[src/rtl/eim_burst_regfile.sv]
// eim_burst_regfile: CPU-facing register file on the multiplexed EIM bus.
// Pins are synchronised into the clk domain. A three-state transaction
// machine captures a burst start address and auto-increments it on every
// beat. Each beat prefetches the next read value and stalls the CPU with
// eim_wait_n while the prefetch completes.
module eim_burst_regfile #(
  parameter int DATA_W      = 8,
  parameter int ADDR_W      = 3,
  parameter int DEPTH       = 8,
  parameter int RW_DEPTH    = 6,
  parameter int SYNC_STAGES = 2
) (
  input  logic                                clk,
  input  logic                                rst,
  input  logic                                eim_cs_n,
  input  logic                                eim_lba_n,
  input  logic                                eim_wr_n,
  input  logic                                eim_oe_n,
  input  logic [DATA_W-1:0]                   da_in,
  output logic [DATA_W-1:0]                   da_out,
  output logic                                da_oe,
  output logic                                eim_wait_n,
  input  logic [(DEPTH-RW_DEPTH)*DATA_W-1:0]  ro_in,
  output logic [RW_DEPTH*DATA_W-1:0]          regs_out,
  output logic                                wr_strobe,
  output logic [ADDR_W-1:0]                   wr_addr,
  output logic [7:0]                          err_cnt
);

  localparam int RO_DEPTH = DEPTH - RW_DEPTH;
  localparam int SPAN     = 2 ** ADDR_W;
  localparam logic [ADDR_W:0] RW_LIM = (ADDR_W + 1)'(RW_DEPTH);

  typedef enum logic [1:0] {
    ST_IDLE = 2'd0,
    ST_ADDR = 2'd1,
    ST_DATA = 2'd2
  } state_t;

  logic [SYNC_STAGES-1:0] cs_sync_r, lba_sync_r, wr_sync_r, oe_sync_r;
  logic [DATA_W-1:0]      da_pipe_r [SYNC_STAGES];
  logic                   cs_d_r, lba_d_r, wr_d_r, oe_d_r;

  logic                   cs_s, lba_s, wr_s, oe_s;
  logic [DATA_W-1:0]      da_s;
  logic                   cs_rise_s, lba_fall_s, lba_rise_s, wr_rise_s, oe_rise_s;

  state_t                 state_r, state_nxt_s;
  logic [ADDR_W-1:0]      addr_r, addr_nxt_s;
  logic                   trig_s, wr_ok_s, drop_s, addr_in_rw_s;
  logic                   pend_r;
  logic [DATA_W-1:0]      regs_r [RW_DEPTH];
  logic [DATA_W-1:0]      rd_tab_s [SPAN];
  logic [DATA_W-1:0]      rd_data_s;

  // Pad drive follows the pins directly so bus turnaround is not delayed.
  assign da_oe = ~eim_oe_n & ~eim_cs_n;

  // Control synchronisers idle high so reset release never looks like an edge.
  always_ff @(posedge clk) begin
    if (rst) begin
      cs_sync_r  <= '1;
      lba_sync_r <= '1;
      wr_sync_r  <= '1;
      oe_sync_r  <= '1;
    end else begin
      cs_sync_r  <= {cs_sync_r[SYNC_STAGES-2:0],  eim_cs_n};
      lba_sync_r <= {lba_sync_r[SYNC_STAGES-2:0], eim_lba_n};
      wr_sync_r  <= {wr_sync_r[SYNC_STAGES-2:0],  eim_wr_n};
      oe_sync_r  <= {oe_sync_r[SYNC_STAGES-2:0],  eim_oe_n};
    end
  end

  // Data pipeline of equal depth keeps bus data aligned with the controls.
  always_ff @(posedge clk) begin
    if (rst) begin
      for (int i = 0; i < SYNC_STAGES; i++) da_pipe_r[i] <= '0;
    end else begin
      da_pipe_r[0] <= da_in;
      for (int i = 1; i < SYNC_STAGES; i++) da_pipe_r[i] <= da_pipe_r[i-1];
    end
  end

  assign cs_s  = cs_sync_r[SYNC_STAGES-1];
  assign lba_s = lba_sync_r[SYNC_STAGES-1];
  assign wr_s  = wr_sync_r[SYNC_STAGES-1];
  assign oe_s  = oe_sync_r[SYNC_STAGES-1];
  assign da_s  = da_pipe_r[SYNC_STAGES-1];

  // One-cycle-delayed copies of the synced controls for edge detection.
  always_ff @(posedge clk) begin
    if (rst) begin
      cs_d_r  <= 1'b1;
      lba_d_r <= 1'b1;
      wr_d_r  <= 1'b1;
      oe_d_r  <= 1'b1;
    end else begin
      cs_d_r  <= cs_s;
      lba_d_r <= lba_s;
      wr_d_r  <= wr_s;
      oe_d_r  <= oe_s;
    end
  end

  assign cs_rise_s    = cs_s & ~cs_d_r;
  assign lba_fall_s   = ~lba_s & lba_d_r;
  assign lba_rise_s   = lba_s & ~lba_d_r;
  assign wr_rise_s    = wr_s & ~wr_d_r;
  assign oe_rise_s    = oe_s & ~oe_d_r;
  assign addr_in_rw_s = ({1'b0, addr_r} < RW_LIM);

  // Transaction decode: next state, address update, write/drop and prefetch trigger.
  always_comb begin
    state_nxt_s = state_r;
    addr_nxt_s  = addr_r;
    trig_s      = 1'b0;
    wr_ok_s     = 1'b0;
    drop_s      = 1'b0;
    if (cs_rise_s) begin
      state_nxt_s = ST_IDLE;
    end else if (!cs_s) begin
      if (lba_fall_s) begin
        // Address capture wins; a write arriving in the same cycle is lost.
        state_nxt_s = ST_ADDR;
        addr_nxt_s  = da_s[ADDR_W-1:0];
        drop_s      = (state_r == ST_DATA) & wr_rise_s;
      end else begin
        case (state_r)
          ST_IDLE: begin
            state_nxt_s = ST_IDLE;
          end
          ST_ADDR: begin
            if (lba_rise_s) begin
              state_nxt_s = ST_DATA;
              trig_s      = 1'b1;
            end else begin
              state_nxt_s = ST_ADDR;
            end
          end
          ST_DATA: begin
            if (wr_rise_s) begin
              // A coincident oe rise is absorbed: one beat, one increment.
              wr_ok_s    = addr_in_rw_s;
              drop_s     = ~addr_in_rw_s;
              addr_nxt_s = addr_r + ADDR_W'(1);
              trig_s     = 1'b1;
            end else if (oe_rise_s) begin
              addr_nxt_s = addr_r + ADDR_W'(1);
              trig_s     = 1'b1;
            end else begin
              state_nxt_s = ST_DATA;
            end
          end
          default: begin
            state_nxt_s = ST_IDLE;
          end
        endcase
      end
    end else begin
      state_nxt_s = state_r;
    end
  end

  // State and address registers.
  always_ff @(posedge clk) begin
    if (rst) begin
      state_r <= ST_IDLE;
      addr_r  <= '0;
    end else begin
      state_r <= state_nxt_s;
      addr_r  <= addr_nxt_s;
    end
  end

  // CPU-writable register array.
  always_ff @(posedge clk) begin
    if (rst) begin
      for (int i = 0; i < RW_DEPTH; i++) regs_r[i] <= '0;
    end else begin
      for (int i = 0; i < RW_DEPTH; i++) begin
        if (wr_ok_s && (addr_r == ADDR_W'(i))) regs_r[i] <= da_s;
      end
    end
  end

  // Read map over the whole address space: RW registers, status inputs, then zero.
  always_comb begin
    for (int i = 0; i < SPAN; i++)     rd_tab_s[i] = '0;
    for (int i = 0; i < RW_DEPTH; i++) rd_tab_s[i] = regs_r[i];
    for (int i = 0; i < RO_DEPTH; i++) rd_tab_s[RW_DEPTH + i] = ro_in[i*DATA_W +: DATA_W];
    rd_data_s = rd_tab_s[addr_r];
  end

  // Prefetch: load da_out the cycle after a trigger and hold wait low across both cycles.
  always_ff @(posedge clk) begin
    if (rst) begin
      pend_r     <= 1'b0;
      da_out     <= '0;
      eim_wait_n <= 1'b1;
    end else begin
      pend_r     <= trig_s;
      eim_wait_n <= ~(trig_s | pend_r);
      if (pend_r) begin
        da_out <= rd_data_s;
      end else begin
        da_out <= da_out;
      end
    end
  end

  // Fabric write strobe and the address it refers to.
  always_ff @(posedge clk) begin
    if (rst) begin
      wr_strobe <= 1'b0;
      wr_addr   <= '0;
    end else begin
      wr_strobe <= wr_ok_s;
      if (wr_ok_s) begin
        wr_addr <= addr_r;
      end else begin
        wr_addr <= wr_addr;
      end
    end
  end

  // Saturating count of writes that could not land in a register.
  always_ff @(posedge clk) begin
    if (rst) begin
      err_cnt <= 8'd0;
    end else if (drop_s && (err_cnt != 8'hFF)) begin
      err_cnt <= err_cnt + 8'd1;
    end else begin
      err_cnt <= err_cnt;
    end
  end

  for (genvar g = 0; g < RW_DEPTH; g++) begin : g_flat
    assign regs_out[g*DATA_W +: DATA_W] = regs_r[g];
  end

endmodule

[config.mk]
export PLATFORM = sky130hd
export DESIGN_NAME = eim_burst_regfile
export DESIGN_NICKNAME = d
export VERILOG_FILES = /design/src/rtl/eim_burst_regfile.sv
export SDC_FILE = /design/constraint.sdc
export NUM_CORES = 1
export LEC_CHECK = 0
export ABC_CLOCK_PERIOD_IN_PS = 2080
export CORE_MARGIN = 1.5
export CORE_UTILIZATION = 45
export CTS_BUF_LIST = sky130_fd_sc_hd__clkbuf_16
export DETAILED_ROUTE_END_ITERATION = 10
export HOLD_SLACK_MARGIN = 0.03
export PLACE_DENSITY = 0.85
export SETUP_SLACK_MARGIN = 0.02
export SYNTH_ARGS = -nofsm -noshare
export SYNTH_HDL_FRONTEND = slang
export SYNTH_SLANG_ARGS = --single-unit
[constraint.sdc]
create_clock -name clk -period 2.08 [get_ports clk]
set_input_delay 0.416 -clock clk [delete_from_list [all_inputs] [get_ports clk]]
set_output_delay 0.416 -clock clk [all_outputs]
set_load 0.02 [all_outputs]
# ---- Word-level counts from Yosys, hierarchy flattened
# Memories as Yosys holds them, arrays and structs flattened.
# Cells that the tools add are included.
dict set report classes {
  add_sub_neg 2
  n_lt_le_gt_ge 2
  bitwise 28
  eq_ne 10
  n_reduce_logical 13
  muxes 58
}
# cell n
set op_table {}
lappend op_table {{2-to-1 mux 8 bit} 10}
lappend op_table {{2-to-1 mux 1 bit} 37}
lappend op_table {{binary-select mux 8 bit (select 3 bit)} 1}
lappend op_table {{2-to-1 mux 3 bit} 4}
lappend op_table {{inverter 1 bit} 11}
lappend op_table {{OR 1 bit} 9}
lappend op_table {{adder 8 x 1 -> 8 bit, second input constant} 1}
lappend op_table {{2-to-1 mux 2 bit} 4}
lappend op_table {{inequality test 8 bit, second input constant} 1}
lappend op_table {{bitwise AND 1 bit} 7}
lappend op_table {{logical AND 1 bit} 7}
lappend op_table {{equality test 3 x 2 -> 1 bit, second input constant} 2}
lappend op_table {{equality test 3 bit, second input constant} 2}
lappend op_table {{inequality test 3 bit, second input constant} 2}
lappend op_table {{greater-or-equal comparator 4 bit, second input constant} 1}
lappend op_table {{inverter 3 -> 4 bit} 1}
lappend op_table {{case mux 2 bit (2 select lines)} 1}
lappend op_table {{AND reduction 4 bit} 1}
lappend op_table {{adder 3 x 1 -> 3 bit, second input constant} 1}
lappend op_table {{equality test 3 x 1 -> 1 bit, second input constant} 1}
lappend op_table {{logical NOT 3 bit} 1}
lappend op_table {{< comparator 3 bit, second input constant} 1}
lappend op_table {{AND reduction 3 bit} 1}
lappend op_table {{nonzero test 3 bit} 1}
lappend op_table {{other kinds (5)} 5}
dict set report totals {
  n_memories 2
  output_inout_bits 70
  ramBits 64
  wordCells 131
  in_bits 30
  register_bits 39
}
# name words width read_ports rd_clocked_by_memory_dff wr line
set mem_list {}
lappend mem_list {regs_r 6 8 6 0 6 52} ;# logic [DATA_W-1:0] regs_r [RW_DEPTH];
lappend mem_list {da_pipe_r 2 8 2 0 2 41} ;# logic [DATA_W-1:0] da_pipe_r [SYNC_STAGES];

# ---- Longest topological paths before layout
dict set report depth {
  ltp_word 12
  mapped_depth 7
  depth_no_buf 6
}

# ---- Least setup slack after synthesis
# Ideal clock, no wire load.
dict set report synth_timing {
  kind {reg2reg}
  start {reg lba_sync_r[1]}
  end {mem regs_r[0][0] (enable)}
  path_stages_with_launch 5
  path_slack_ns 0.006
  setup_time_ns 0.384
  period_less_slack_ns 2.074
  required_ns 1.696
  path_buffers 1
  t_arrival_ns 1.690
  path_cell_list {dfxtp_1 > nand2b_1 > clkbuf_1 > nand3_1 > o21ai_0}
}
# element line
set synth_rtl {}
lappend synth_rtl {{start, declared} 40} ;# logic [SYNC_STAGES-1:0] cs_sync_r, lba_sync_r, wr_sync_r, oe_sync_r;
lappend synth_rtl {{start signal, assigned} 68} ;# lba_sync_r <= {lba_sync_r[SYNC_STAGES-2:0], eim_lba_n};
lappend synth_rtl {{end, declared} 52}

# ---- Final worst setup path
dict set report layout_timing {
  start {reg state_r[0]}
  end {reg err_cnt[4]}
}
dict set report layout_between {
  elab_chain_cells 6
  word_cells_on_any_way 7
  classes_between {eq/ne: 1; mux: 4; bitwise: 1; reduce/logical: 1}
}
# element line
set layout_rtl {}
lappend layout_rtl {{start, declared} 48} ;# state_t state_r, state_nxt_s;
lappend layout_rtl {{start signal, assigned} 170} ;# state_r <= state_nxt_s;
lappend layout_rtl {{equality test 2 bit *} {126, 128}}
lappend layout_rtl {{2-to-1 mux 1 bit / bitwise AND 1 bit (equally long branches)} {128, 126}}
lappend layout_rtl {{2-to-1 mux 1 bit *} 122} ;# if (lba_fall_s) begin
lappend layout_rtl {{2-to-1 mux 1 bit *} 121} ;# end else if (!cs_s) begin
lappend layout_rtl {{2-to-1 mux 1 bit *} 119} ;# if (cs_rise_s) begin
lappend layout_rtl {{logical AND 1 bit *} 230} ;# end else if (drop_s && (err_cnt != 8'hFF)) begin
lappend layout_rtl {{end signal, assigned} 231} ;# err_cnt <= err_cnt + 8'd1;
lappend layout_rtl {{end signal, assigned} 233} ;# err_cnt <= err_cnt;
lappend layout_rtl {{end, declared} 27} ;# output logic [7:0] err_cnt
# Mark *: on every way between the ends. The rest lies on a longest branch, timed or not.
# A chain may end at the register's enable or synchronous reset.

==> insert_results.sql <==
INSERT INTO impl_metrics (metric_group, metric, value, unit) VALUES
('run_status', 'status', 'completed', ''),
('clock_tree', 'root_buffer', 'sky130_fd_sc_hd__clkbuf_16', ''),
('placement', 'hpwlAfterDp', '7.42', 'mm'),
('synth', 'synthesized_net_count', '395', ''),
('finish', 'layout_cell_share_with_drive_strength_beyond_1', '12.6', '%'),
('placement', 'port-buffer-count', '99', ''),
('die', 'fp-row-count', '35', ''),
('detailed_routing', 'antenna_violating_nets_post_route', '0', ''),
('timing', 'timing.final.hold_violations', '0', ''),
('timing', 'layout_min_cycle_time', '1.99', 'ns'),
('global_routing', 'grt_pass1_wl', '15.7', 'mm'),
('clock_tree', 'cts.sink_count', '103', ''),
('placement', 'dpl.cell_count', '582', ''),
('setup_path', 'worst_path_dominant_cell_family', 'simple AND/OR/NAND/NOR gates', ''),
('power', 'power.density', '699', 'nW/µm²'),
('timing', 'min_period_over_period', '95.5', '%'),
('clock_tree', 'tritoncts', 'done', ''),
('synth', 'post_synth_main_area_contributors', 'sky130_fd_sc_hd__edfxtp_1, sky130_fd_sc_hd__dfxtp_1, sky130_fd_sc_hd__mux4_2, sky130_fd_sc_hd__and2_1, sky130_fd_sc_hd__nor2b_1', ''),
('synth', 'synthDistinctLibCells', '43', ''),
('synth', 'synth_sequential_area_ratio', '58.9', '%'),
('clock_tree', 'max-clock-path-buffers', '2', ''),
('timing', 'timing.hold.ws', '0.409', 'ns'),
('synth', 'synthCells', '357', ''),
('detailed_routing', 'finalWirelength', '10.4', 'mm'),
('setup_path', 'critPathMaxStageDelay', '0.55', 'ns'),
('setup_path', 'crit_chain', 'inv_1, ha_1, and4bb_4, a21bo_4, or4_1, a21oi_1', ''),
('power', 'total_power', '4.05', 'mW'),
('timing', 'grt_setup_unrepaired', 'true', ''),
('synth', 'synth-async-reset-ratio', '0', '%'),
('synth', 'synth_common_cells', 'sky130_fd_sc_hd__dfxtp_1, sky130_fd_sc_hd__edfxtp_1, sky130_fd_sc_hd__and2_1, sky130_fd_sc_hd__nand2_1, sky130_fd_sc_hd__nor2b_1', ''),
('detailed_routing', 'drc_errors', '0', ''),
('synth', 'yosysTopAreaCellShare', '33.4', '%'),
('placement', 'routabilityCongestion', '0.839', ''),
('timing', 'skew', '0.00983', 'ns'),
('die', 'floorplan.initialDensity', '46.5', '%'),
('setup_path', 'worstPathArrival', '2.26', 'ns'),
('finish', 'antenna_cells', '0', ''),
('power', 'cellLeakagePower', '2.09', 'nW'),
('timing', 'clock.fmax', '503', 'MHz'),
('global_routing', 'largest_net_degree_at_the_start_of_global_routing', '48', ''),
('synth', 'post-synth-top-count-cell', 'sky130_fd_sc_hd__dfxtp_1', ''),
('die', 'die_width', '101', 'µm'),
('placement', 'dp_worst_setup_slack', '0.119', 'ns'),
('finish', 'layoutNonFillerInstCount', '598', ''),
('clock_tree', 'tritoncts.num_buffers', '9', ''),
('finish', 'areaGrowthSynthToFinish', '34.1', '%'),
('detailed_routing', 'drt_pass1_iterations', '5', ''),
('timing', 'tightest_slew', '0.662', 'ns'),
('synth', 'syn-mean-instance-area', '12.1', 'µm²'),
('finish', 'final_net_count', '502', ''),
('die', 'fp.dieH', '101', 'µm'),
('synth', 'ys.flop_type', 'sky130_fd_sc_hd__dfxtp_1', ''),
('clock_tree', 'path_clk_slew', '0.07', 'ns'),
('timing', 'report.final.setup_viol', '0', ''),
('global_routing', 'antenna_found_initial', '0', ''),
('synth', 'synthesis.area', '4320', 'µm²'),
('die', 'core_area', '9280', 'µm²'),
('setup_path', 'biggest_fanout_along_the_worst_timing_path', '16', ''),
('setup_path', 'critPathRequiredTime', '2.36', 'ns'),
('setup_path', 'cp-end-kind', 'register', ''),
('detailed_routing', 'routedWlPerCell', '17.3', 'µm'),
('setup_path', 'timing_worst_setup_path_type', 'register to register', ''),
('setup_path', 'critical_path.n_buffers_inverters', '1', ''),
('synth', 'yosysWarningCount', '0', ''),
('global_routing', 'first_global_vias', '3082', ''),
('synth', 'synth_edf_count', '48', ''),
('synth', 'number_of_register_bits_inferred_by_synthesis', '103', ''),
('detailed_routing', 'post_drt_via_cell_ratio', '5.49', ''),
('die', 'top_level_ports', '100', ''),
('clock_tree', 'post-cts-setup-buffers', '0', ''),
('clock_tree', 'worstSkewPairLatency', '0.34', 'ns');
-- path summary, 6_finish.rpt --
kind / startpoint / to / slack [ns] / cells after the start
setup / recovery: state_r[0] / err_cnt[4] / 0.09 / 6
hold / removal: wr_sync_r[0] / wr_sync_r[1] / 0.41 / 1
setup reg to reg: state_r[0] / err_cnt[4] / 0.09 / 6
hold reg to reg: wr_sync_r[0] / wr_sync_r[1] / 0.41 / 1
-- sequential cells by signal, indices dropped and copies added, names as in the netlist, 2 cells and up --
register and count:
state_r 2, addr_r 3, wr_addr 3, err_cnt 8, wr_sync_r 2, da_pipe_r 16
oe_sync_r 2, da_out 8, lba_sync_r 2, cs_sync_r 2, regs_r 48
-- placed cells by master (no fill, tap or decap), drive strengths merged, types with 9 or more instances in the layout --
cell           Yosys  final
and3               9      9
or2               10     10
o22ai              9      9
buf                6     13
mux4              16     16
edfxtp            48     48
clkdlybuf4s50      0     98
dfxtp             55     55
inv               11     13
a21oi             12     12
clkbuf             9      9
and2              40     40
nor3              10     10
nor2              14     14
nand2             28     28
nor2b             21     21
-- report_power, final --
part,total (mW),leakage [nW],internal (mW),switching [mW]
sequential,2.21,0.944,2.17,0.0386
clock,1.57,0.134,0.822,0.744
combinational,0.274,1.01,0.147,0.127
-- metrics by stage --
stage	instance area, µm²	utilization (%)
finish	5790	62.3
CTS	5780	62.3
global placement	5500	59.2
floorplan	4320	-
detailed placement	5500	59.2
global route	5790	62.3
-- repair_timing --
item / 4_1_cts / 5_1_grt
gates resized for setup: 0 / 3
endpoints found under the setup margin: 0 / 28
endpoints found under the hold margin: 0 / 0
-- final cells by class --
type                    count  area (µm²)  share of cell area [%]
flip-flops and latches    103        2540                    43.9
multi-input cells         228        1670                    28.9
repair buffers            111        1090                    18.8
clock buffers               9         225                    3.89
well taps                 129         161                    2.79
clock inverters             7        55.1                   0.951
inverters                  11        41.3                   0.713
-- routing by layer --
layer / part of all wire, % / up-vias / GRT usage [%] / wire length (µm)
met4: 2.6 / 0 / 7.48 / 267
li1: - / 1517 / - / -
met5: 0 / - / 0 / 0
met1: 40 / 1580 / 25.5 / 4140
met3: 7.4 / 28 / 5.13 / 771
met2: 50 / 158 / 34.6 / 5190
-- cell families after synthesis --
logic type / after synthesis / share of synthesized area (%)
AOI/OAI and AO/OA: 52 / 8.21
buffers and inverters: 26 / 2.46
DFF: 103 / 58.9
muxes: 17 / 8.58
adders and majority gates: 8 / 2.32
and+or+nand+nor: 151 / 19.5
Note: power is estimated with default switching activity, not from simulation.
==> RTL change 1 (config.mk and constraints unchanged) <==
The parameter `ADDR_W` goes from 3 to 2.
--- a/src/rtl/eim_burst_regfile.sv
+++ b/src/rtl/eim_burst_regfile.sv
@@ -6,5 +6,5 @@
 module eim_burst_regfile #(
   parameter int DATA_W      = 8,
-  parameter int ADDR_W      = 3,
+  parameter int ADDR_W      = 2,
   parameter int DEPTH       = 8,
   parameter int RW_DEPTH    = 6,
Ports: changed (resized wr_addr); port bits go from 100 to 99. No check against the original RTL was run, so the function may have changed too.
==> RTL change 1 against the unedited design <==
  * Clock skew decreased by 0.0028 ns
  * Sequential cell count is 18 lower
  * Setup slack better by 0.044 ns
  * Total power decreased by 12%
  * Area after synthesis decreased by 18%
  * Wire length fell by 30%
  * Core utilization down 1.5 points
  * Synthesized cell count down 15%
  * Final area shrank 20%
==> RTL change 1: results (changes against the unedited design) <==
status: finished clean
fin crit share: 93.4% (-2.1 points)
delay of the slowest critical-path stage: 0.60 ns (+0.05 ns)
Post-synth EDFFs: 32 (-33%)
vias per cell: 4.98 (-9.3%)
area used by multi-input combinational logic: 0.00128 sq mm (-24%)
# port buffers: 82 (-17%)
mux cell area share after synthesis: 7.67% (-0.91 points)
Synth Area in Compound Gates: 6.71% (-1.5 points)
first-pass GRT wire length: 11400 um (-27%)
syn_nets: 340 (-14%)
flop-to-flop setup slack: 0.17 ns (+0.08 ns)
Post-Synth XOR/XNOR Area: 0.497% (+0.50 points)
family with the most delay on the worst path: buffers and inverters
VDD IR-drop max: 0.430 mV (-3.1%)
fin nets: 413 (-18%)
hold_ws: 0.409 ns (+0.000948 ns)
Avg Cell Area, Syn: 11.6 sq um (-3.8%)
GR Util met3: 3.27% (-1.9 points)
initial DRC count: 138 (-43%)
met2 GRT Util: 30.5% (-4.1 points)
fillcell total: 592 (-18%)
DP Wirelength: 5100 um (-31%)
CP arrival: 1.53 ns (-0.73 ns)
fraction of layout cells with a size suffix above 1: 12.3% (-0.24 points)
RR Endpoint: regs_r[3][7]
placed cells: 467 (-20%)
Critical Path Start: eim_cs_n
slowest CP cell: clkdlybuf4s50_1
Max-Slew Margin vs Limit: 61.5% (+5.8 points)
met1 Use GR: 22.2% (-3.3 points)
Placement Setup Slack: 0.141 ns (+0.0226 ns)
Adder-Cell Fraction of Synth Area: 2.49% (+0.17 points)
largest net degree at the start of global routing: 27 (-44%)
R2R cell count: 5 (-1)
Detailed Route WL: 7210 um (-30%)
largest registers: regs_r x32, da_pipe_r x16
vias in the first global route: 2232 (-28%)
Max Clock Skew: 0.00706 ns (-0.00277 ns)
Worst Path Max Fanout: 2 (-14)
Unique masters post-synth: 44 (+2.3%)
## RTL change 1: cell types whose count changed in the layout (fill, tap and decap cells not counted), sizes merged, moves of 5 or more
cell / delta
clkdlybuf4s50: -17
or4: -5
o22ai: -8
nor3: -6
edfxtp: -16
nand2: -18
mux2i: +8
and2: -7
and3: -7
mux4: -8
## RTL change 1: per-layer routing
layer	share of wire [%]	vias to the layer above
met4	2.1	0
met5	0	-
met3	5.7	12
met2	51	83
met1	42	1130
li1	-	1180
## RTL change 1: final cells by class
cell class	instances	share of cell area, %
repair buffers	92	19.2
flip-flops and latches	85	43.5
inverters	11	0.888
multi-input cells	177	27.5
clock buffers	9	4.84
well taps	102	2.74
clock inverters	7	1.45
## RTL change 1: power by group through the flow
stage                     Combinational [mW]  Sequential [mW]  Clock (mW)
final                                  0.214             1.80        1.55
after global placement                 0.211             1.83           0
after detailed placement               0.216             1.83           0
after CTS                              0.217             1.80        1.58
after global routing                   0.228             1.80        1.66
after floorplan                       0.0961             1.85           0
==> RTL change 2 (config.mk and constraints unchanged) <==
Without the edit above. The 3 states of `state_t` get a one-hot encoding in 3 bits.
--- a/src/rtl/eim_burst_regfile.sv
+++ b/src/rtl/eim_burst_regfile.sv
@@ -32,8 +32,8 @@
   localparam logic [ADDR_W:0] RW_LIM = (ADDR_W + 1)'(RW_DEPTH);
 
-  typedef enum logic [1:0] {
-    ST_IDLE = 2'd0,
-    ST_ADDR = 2'd1,
-    ST_DATA = 2'd2
+  typedef enum logic [2:0] {
+    ST_IDLE = 3'b001,
+    ST_ADDR = 3'b010,
+    ST_DATA = 3'b100
   } state_t;
 
Behaviour: no difference found for any inputs over 4 cycles, from zero or initial values and one cycle with rst high; so few cycles prove little.
==> RTL change 2 against the unedited design <==
  * First-iteration DRC count shrank 7.4%
  * Wire length shrank 2.2%
  * Final area grew 1.3%
  * Via count shrank 3.5%
  * Sequential cell count grew 1
  * Core utilization grew 0.54 points
  * Worst hold slack gained 0.0018 ns
  * Area after synthesis grew 1.2%
  * Total power grew 3.8%
  * Clock skew grew 0.0049 ns
  * Clock power grew 8%
  * Setup slack gained 0.037 ns
  * Critical path depth shrank 3
  * Highest routed layer unchanged
  * Die area grew 1.1%
==> RTL change 2: results (changes against the unedited design) <==
setup bufs post-CTS: 0 (unchanged)
syn_nets: 386 (-2.3%)
Post-Layout Cell Count: 595 (-0.50%)
min-delay src: wr_sync_r[0]
top cells by area, synth: edfxtp_1 (33%), dfxtp_1 (26%), mux4_2 (8.3%)
Placer Congestion: 0.866 (+3.1%)
ys flop type: dfxtp_1
Placement Setup Slack: 0.133 ns (+0.0145 ns)
sequential element share of the synthesized area: 58.7% (-0.22 points)
RR Endpoint: regs_r[1][4]
worst slew pin tran: 0.465 ns (-0.196 ns)
Worst Path Max Fanout: 2 (-14)
Lkg Pwr: 2.17 nW (+3.9%)
GRT Util Overall: 21.0% (+0.56 points)
CP arrival: 1.53 ns (-0.73 ns)
Post-Place Cell Area: 0.00556 sq mm (+1.2%)
flop-to-flop setup slack: 0.21 ns (+0.12 ns)
Clock transition at path regs: 0.06 ns
placed cells: 579 (-0.52%)
largest net degree at the start of global routing: 59 (+23%)
start of the worst register-to-register path: addr_r[1]
Critical Path Start: eim_cs_n
FF+latch area: 0.00256 sq mm (+0.79%)
worst-case hold path end point: wr_sync_r[1]
R2R cell count: 5 (-1)
fraction of layout cells with a size suffix above 1: 15.2% (+2.7 points)
status: finished clean
DR WL/cell: 17.0 um (-1.7%)
Unique masters post-synth: 46 (+7.0%)
hold_ws: 0.410 ns (+0.00184 ns)
VDD IR-drop max: 0.356 mV (-20%)
initial DRC count: 226 (-7.4%)
Synth Instances: 350 (-2.0%)
Max Clock Skew: 0.0147 ns (+0.00490 ns)
vias per cell: 5.32 (-3.0%)
first-pass GRT wire length: 16300 um (+3.8%)
net load switching power: 1.01 mW (+11%)
# port buffers: 99 (unchanged)
leading cell types by count after synthesis: dfxtp_1 (56), edfxtp_1 (48), and2_1 (42), nor2b_1 (21), nor2_1 (17)
fin nets: 497 (-1.0%)
DP Wirelength: 7320 um (-1.3%)
fillcell total: 715 (-0.42%)
setup violators final: 0 (unchanged)
==> RTL change 2: changes by cell type after synthesis, moves of 3 or more <==
cell	delta
nand2_1	-15
nor3_2	+5
nand3_1	-4
a21oi_1	-3
mux2i_1	+3
nor2_1	+3
==> RTL change 2: logic make-up (layout without fill, tap and decap cells) <==
logic type                 count (synthesis)  count (layout)  synth area share (%)
AOI/OAI and AO/OA                         45              45                  6.76
adders and majority gates                  6               6                  1.72
buffers and inverters                     25             141                  2.81
DFF                                      104             104                  58.7
muxes                                     21              21                  9.43
and+or+nand+nor                          149             149                  20.6
==> RTL change 2: how the worst max path moves through the flow <==
| stage | end | slack (ns) |
|---|---|---|
| finish | da_oe | 0.13 |
| global route | da_oe | 0.09 |
| CTS | da_oe | 0.12 |
| detailed placement | da_oe | 0.13 |
| global placement | da_oe | 0.13 |
| floorplan | regs_r[4][0] | -0.02 |
==> RTL change 2: critical path, stage by stage <==
cell and delay, ns:
clkdlybuf4s50_1 0.41, nor2_1 0.10, clkdlybuf4s50_1 0.60
==> RTL change 2: metal layers <==
layer / track usage (%) / routed length, um / up-vias
li1: - / - / 1495
met1: 26.5 / 4190 / 1529
met2: 35.4 / 5020 / 132
met3: 4.35 / 739 / 11
met4: 9.08 / 186 / 0
met5: 0 / 0 / -
==> RTL change 2: area by class of cell <==
cell class / count / share of cell area (%)
repair buffers: 116 / 19.2
inverters: 9 / 0.576
clock inverters: 7 / 1.30
well taps: 129 / 2.75
multi-input cells: 221 / 28.6
flip-flops and latches: 104 / 43.7
clock buffers: 9 / 3.84
==> RTL change 2: power by group through the flow <==
stage	clock, mW	combinational (mW)	sequential, mW
global route	1.81	0.290	2.23
finish	1.70	0.273	2.23
detailed placement	0	0.274	2.28
floorplan	0	0.0808	2.30
global placement	0	0.270	2.27
CTS	1.72	0.276	2.23
